`src/rtl/regfile_wb_arbiter.sv`:
```
// Write-back arbiter for the register file's single write port: ALU (A)
// and memory (M) producers, round-robin on conflict, plus a RAW scoreboard.
module regfile_wb_arbiter #(
    parameter int DATA_W     = 32,
    parameter int ADDR_W     = 5,
    parameter int CNT_W      = 2,
    parameter bit R0_PROTECT = 1'b1
) (
    input  logic              clk,
    input  logic              rst,
    input  logic              AValid,
    output logic              AReady,
    input  logic [ADDR_W-1:0] AAddr,
    input  logic [DATA_W-1:0] AData,
    input  logic              MValid,
    output logic              MReady,
    input  logic [ADDR_W-1:0] MAddr,
    input  logic [DATA_W-1:0] MData,
    input  logic              IssueValid,
    input  logic [ADDR_W-1:0] IssueDest,
    output logic              IssueReady,
    input  logic              Flush,
    input  logic [ADDR_W-1:0] Readregister1,
    input  logic [ADDR_W-1:0] Readregister2,
    output logic              Busy1,
    output logic              Busy2,
    output logic              RegWrite,
    output logic [ADDR_W-1:0] Writeregister,
    output logic [DATA_W-1:0] Writedata,
    output logic              Underflow
);

    localparam int NREG = 1 << ADDR_W;
    localparam logic [CNT_W-1:0] CNT_MAX = '1;

    typedef enum logic {
        PREF_M = 1'b0,
        PREF_A = 1'b1
    } pref_t;

    pref_t pref_q;
    pref_t pref_d;

    logic              hold;
    logic              grant_a;
    logic              grant_m;
    logic              xfer;
    logic              xfer_tracked;
    logic              drive;
    logic [ADDR_W-1:0] xfer_addr;
    logic [DATA_W-1:0] xfer_data;

    logic [CNT_W-1:0]  cnt [NREG];
    logic [NREG-1:0]   inc_vec;
    logic [NREG-1:0]   dec_vec;
    logic              issue_ok;
    logic              underflow_set;

    assign hold = rst | Flush;

    // Round-robin pointer only moves when both producers compete.
    always_comb begin
        grant_a = 1'b0;
        grant_m = 1'b0;
        pref_d  = pref_q;
        if (!hold) begin
            if (AValid && MValid) begin
                if (pref_q == PREF_M) begin
                    grant_m = 1'b1;
                    pref_d  = PREF_A;
                end else begin
                    grant_a = 1'b1;
                    pref_d  = PREF_M;
                end
            end else begin
                grant_a = AValid;
                grant_m = MValid;
            end
        end
    end

    always_ff @(posedge clk) begin
        if (rst) begin
            pref_q <= PREF_M;
        end else begin
            pref_q <= pref_d;
        end
    end

    assign AReady = grant_a;
    assign MReady = grant_m;

    assign xfer      = grant_a | grant_m;
    assign xfer_addr = grant_a ? AAddr : MAddr;
    assign xfer_data = grant_a ? AData : MData;

    assign xfer_tracked = xfer && (xfer_addr != '0);
    assign drive = xfer && !(R0_PROTECT && (xfer_addr == '0));

    always_ff @(posedge clk) begin
        if (rst) begin
            RegWrite      <= 1'b0;
            Writeregister <= '0;
            Writedata     <= '0;
        end else begin
            RegWrite <= drive;
            if (drive) begin
                Writeregister <= xfer_addr;
                Writedata     <= xfer_data;
            end
        end
    end

    // A transfer retiring the same register frees the slot being issued.
    assign IssueReady = (IssueDest == '0)
                     || (cnt[IssueDest] != CNT_MAX)
                     || (xfer && (xfer_addr == IssueDest));

    assign issue_ok = IssueValid && IssueReady
                   && (IssueDest != '0) && !hold;

    assign inc_vec = issue_ok ? (NREG'(1) << IssueDest) : '0;
    assign dec_vec = xfer_tracked ? (NREG'(1) << xfer_addr) : '0;

    assign underflow_set = xfer_tracked
                        && (cnt[xfer_addr] == '0)
                        && !inc_vec[xfer_addr];

    always_ff @(posedge clk) begin
        if (rst || Flush) begin
            for (int i = 0; i < NREG; i++) begin
                cnt[i] <= '0;
            end
        end else begin
            for (int i = 0; i < NREG; i++) begin
                case ({inc_vec[i], dec_vec[i]})
                    2'b10: cnt[i] <= cnt[i] + CNT_W'(1);
                    2'b01: begin
                        if (cnt[i] != '0) begin
                            cnt[i] <= cnt[i] - CNT_W'(1);
                        end
                    end
                    default: cnt[i] <= cnt[i];
                endcase
            end
        end
    end

    always_ff @(posedge clk) begin
        if (rst) begin
            Underflow <= 1'b0;
        end else if (underflow_set) begin
            Underflow <= 1'b1;
        end
    end

    assign Busy1 = (Readregister1 != '0) && (cnt[Readregister1] != '0);
    assign Busy2 = (Readregister2 != '0) && (cnt[Readregister2] != '0);

endmodule

```
`config.mk`:
```
export PLATFORM = sky130hd
export DESIGN_NAME = regfile_wb_arbiter
export DESIGN_NICKNAME = d
export VERILOG_FILES = /design/src/rtl/regfile_wb_arbiter.sv
export SDC_FILE = /design/constraint.sdc
export NUM_CORES = 1
export LEC_CHECK = 0
export CAP_MARGIN = 25
export CORE_MARGIN = 1.5
export CORE_UTILIZATION = 40
export DETAILED_ROUTE_END_ITERATION = 16
export GPL_TIMING_DRIVEN = 0
export PLACE_DENSITY = 0.66
export SYNTH_ARGS = -nofsm -noshare
export SYNTH_HDL_FRONTEND = slang
export SYNTH_SLANG_ARGS = --single-unit
```
`constraint.sdc`:
```
create_clock -name clk -period 5.25 [get_ports clk]
set_clock_uncertainty 0.05 [all_clocks]
set_input_delay 1.05 -clock clk [delete_from_list [all_inputs] [get_ports clk]]
set_output_delay 1.05 -clock clk [all_outputs]
set_load 0.1 [all_outputs]
```
==> summary.txt <==
status = complete, no violations
Die Wd = 152 um
number of global-route vias before repair = 8574
Max FO, Critical Path = 10
crit end category = output port
crit path launch type = input pin
CTS tree = done
placed cells = 1541
cells after synthesis = 1124
Critical Path Max Stage Delay = 0.65 ns
DR WL/cell = 19.5 um
Seq/Total Area, Yosys = 30.6%
Critical Path Slowest Stage Cell = clkdlybuf4s50_1
RSZ-0062 raised after global routing = false
initial detailed-routing violation count = 1103
HP Class = register to register
fmax = 196 MHz
Final Hold Vio Count = 0
initial cell density of the core = 40.8%
Post-synth EDFFs = 64
DR WL met2 = 14.0 mm
placed inst area = 10600 um^2
Reg-to-Reg End = cnt[7][1]$_SDFFCE_PN0P_
ys flop type = edfxtp_1
reg2reg start = pref_q$_SDFFE_PP0P_
full die area = 23200 um^2
Worst Setup SP = Readregister2[2]
reg2reg setup slack = 1.52 ns
post-DP HPWL = 23.6 mm
clk buf depth = 2
worst rel slew slack = 29.8%
Buffers on Ports = 132
minimum clock period = 5.09 ns
DRC Markers = 0
GPL Wtd Cong = 0.968
ANT cells = 0
commonest non-fill, non-tap cells in the layout = nand2_1, nor2_1, clkdlybuf4s50_1
initial antenna violation count = 0
leakage = 4.48 nW
max-slew violation count = 0
worst-margin pin slew = 1.05 ns
DRT met1 WL = 12.5 mm
core area = 21800 um^2
cells on worst reg2reg path = 13
ratio of final minimum period to clock period = 97.0%
syn_area_per_cell = 7.92 um^2
Filler Cells Inserted = 2154
VDD IR max = 0.000152 V
Worst Hold Depth = 2
commonest non-fill, non-tap cell in the layout = nand2_1
Non-Filler Instances = 1557
largest net degree at the start of global routing = 22
via count = 9046
routed length on met3 = 2.64 mm
Hold Path End = Writeregister[3]$_SDFFE_PP0P_
Detail Route Antenna Nets = 0
most frequent CP cell = mux4_2
Netlist cell types = 67
max_cap viols = 0
CP cell instances = clkdlybuf4s50_1 > clkbuf_1 > mux4_2 > mux4_2 > a21oi_1 > clkdlybuf4s15_2
Cell Pwr Density = 230 nW/um^2
top sig layer = met4
clock sinks = 104
First-pass DRT Iterations = 5
CP Data Required Time = 4.15 ns
HP Start = Writeregister[3]$_SDFFE_PP0P_
Via density = 5.81
Rows = 54
H-tree lvl count = 3
Clock Tree Root = clkbuf_16
first-pass GRT wire length = 47.1 mm
drt total wl = 30.4 mm
critical path type = input pin to output port
layout cells sized above 1 = 7.44%
Worst-path clk slew = 0.08 ns
boundary pin count = 139
Die Ht = 152 um
ys async rst share = 0%
Synth warnings = 0
TritonCTS buffer count = 9
# setup viols final = 0
GR Util All Layers = 25.9%
crit path DAT = 3.99 ns
fin nets = 1432
hold_buf cts = 0
Final Instance Area = 10900 um^2
total global routing overflow = 0
Post-Syn Area = 8900 um^2
Seq cells post-synth = 104
Layout area overhead = 22.6%
worst skew pair latency = 0.37 ns
metrics by stage:
step	TNS (ns)	utilization, %	power [mW]	hold slack, ns	setup WS, ns
floorplan	0	-	1.52	0.437	0.262
global placement	-1.31	48.5	1.78	0.413	-0.406
detailed placement	-1.34	48.6	1.79	0.414	-0.402
CTS	0	50.0	2.50	0.428	0.100
global route	0	50.0	2.60	0.462	0.0600
finish	0	50.0	2.51	0.425	0.156
cell families after synthesis:
logic type | count (synthesis) | synth area share [%]
fa+ha+maj | 65 | 9.14
mux | 37 | 6.45
xor+xnor | 40 | 3.94
buf+inv | 157 | 7.15
simple gates | 466 | 23.2
flops | 104 | 30.6
other cells | 2 | 0.0844
compound gates | 253 | 19.4
synth_stat cells, drive strengths merged, types with 4 or more instances:
cell	instances	share of area (%)
a211oi	46	3.9
a21oi	65	3.7
a311oi	37	3.6
a31oi	19	1.4
and2	6	0.42
buf	29	1.7
clkbuf	31	1.3
dfxtp	40	9.0
edfxtp	64	22
ha	65	9.1
inv	96	4.1
mux2	7	0.97
mux2i	16	1.9
mux4	14	3.5
nand2	164	6.9
nand2b	10	0.70
nand3	33	2.0
nand3b	5	0.42
nand4	10	0.70
nor2	166	7.2
nor2b	6	0.42
nor3	30	1.7
nor3b	11	0.93
nor4	5	0.35
o2111ai	6	0.59
o211ai	7	0.59
o21ai	40	2.4
o221ai	6	0.59
o22ai	4	0.28
o31ai	4	0.34
or2	11	0.77
xnor2	32	3.1
xor2	8	0.79
critical path, delay by kind of cell:
family          cells  cell delay, ns
compound gates      1            0.19
mux                 2            1.07
buf+inv             3            1.68
final cells by class:
type / count / area (um^2) / share of cell area [%]
timing repair buffer: 135 / 1340 / 12.3
sequential: 104 / 2720 / 24.9
inverter: 97 / 369 / 3.38
clock inverter: 7 / 81.3 / 0.745
tap: 280 / 350 / 3.21
clock buffer: 9 / 225 / 2.06
multi-input combinational: 865 / 5560 / 50.9
buffer: 60 / 268 / 2.45
worst max path at each step:
stage,cells past startpoint,end
4_1_cts,9,IssueReady
3_5_place_dp,6,Busy2
2_1_floorplan,4,Busy1
5_1_grt,6,Busy2
6_report,6,Busy2
3_3_place_gp,6,Busy2
power breakdown:
part | leakage [nW] | switching [mW] | internal [mW]
logic | 3.29 | 0.511 | 0.275
clock network | 0.150 | 0.375 | 0.344
registers | 1.03 | 0.0649 | 0.935
layer usage:
metal,global-route usage (%),vias to the layer above
li1,-,4286
met1,33.2,4217
met2,42.3,452
met3,4.95,91
met4,11.4,0
met5,0,-
timing repair:
action / in CTS / in global routing
resized for setup: 10 / 3
setup buffers: 0 / 0
setup endpoints to repair: 4 / 1
sequential cells by signal, indices dropped and copies added (netlist names):
name / cells
RegWrite: 1
Underflow: 1
Writedata: 32
Writeregister: 5
cnt: 64
pref_q: 1
Note: power is estimated with default switching activity, not from simulation.
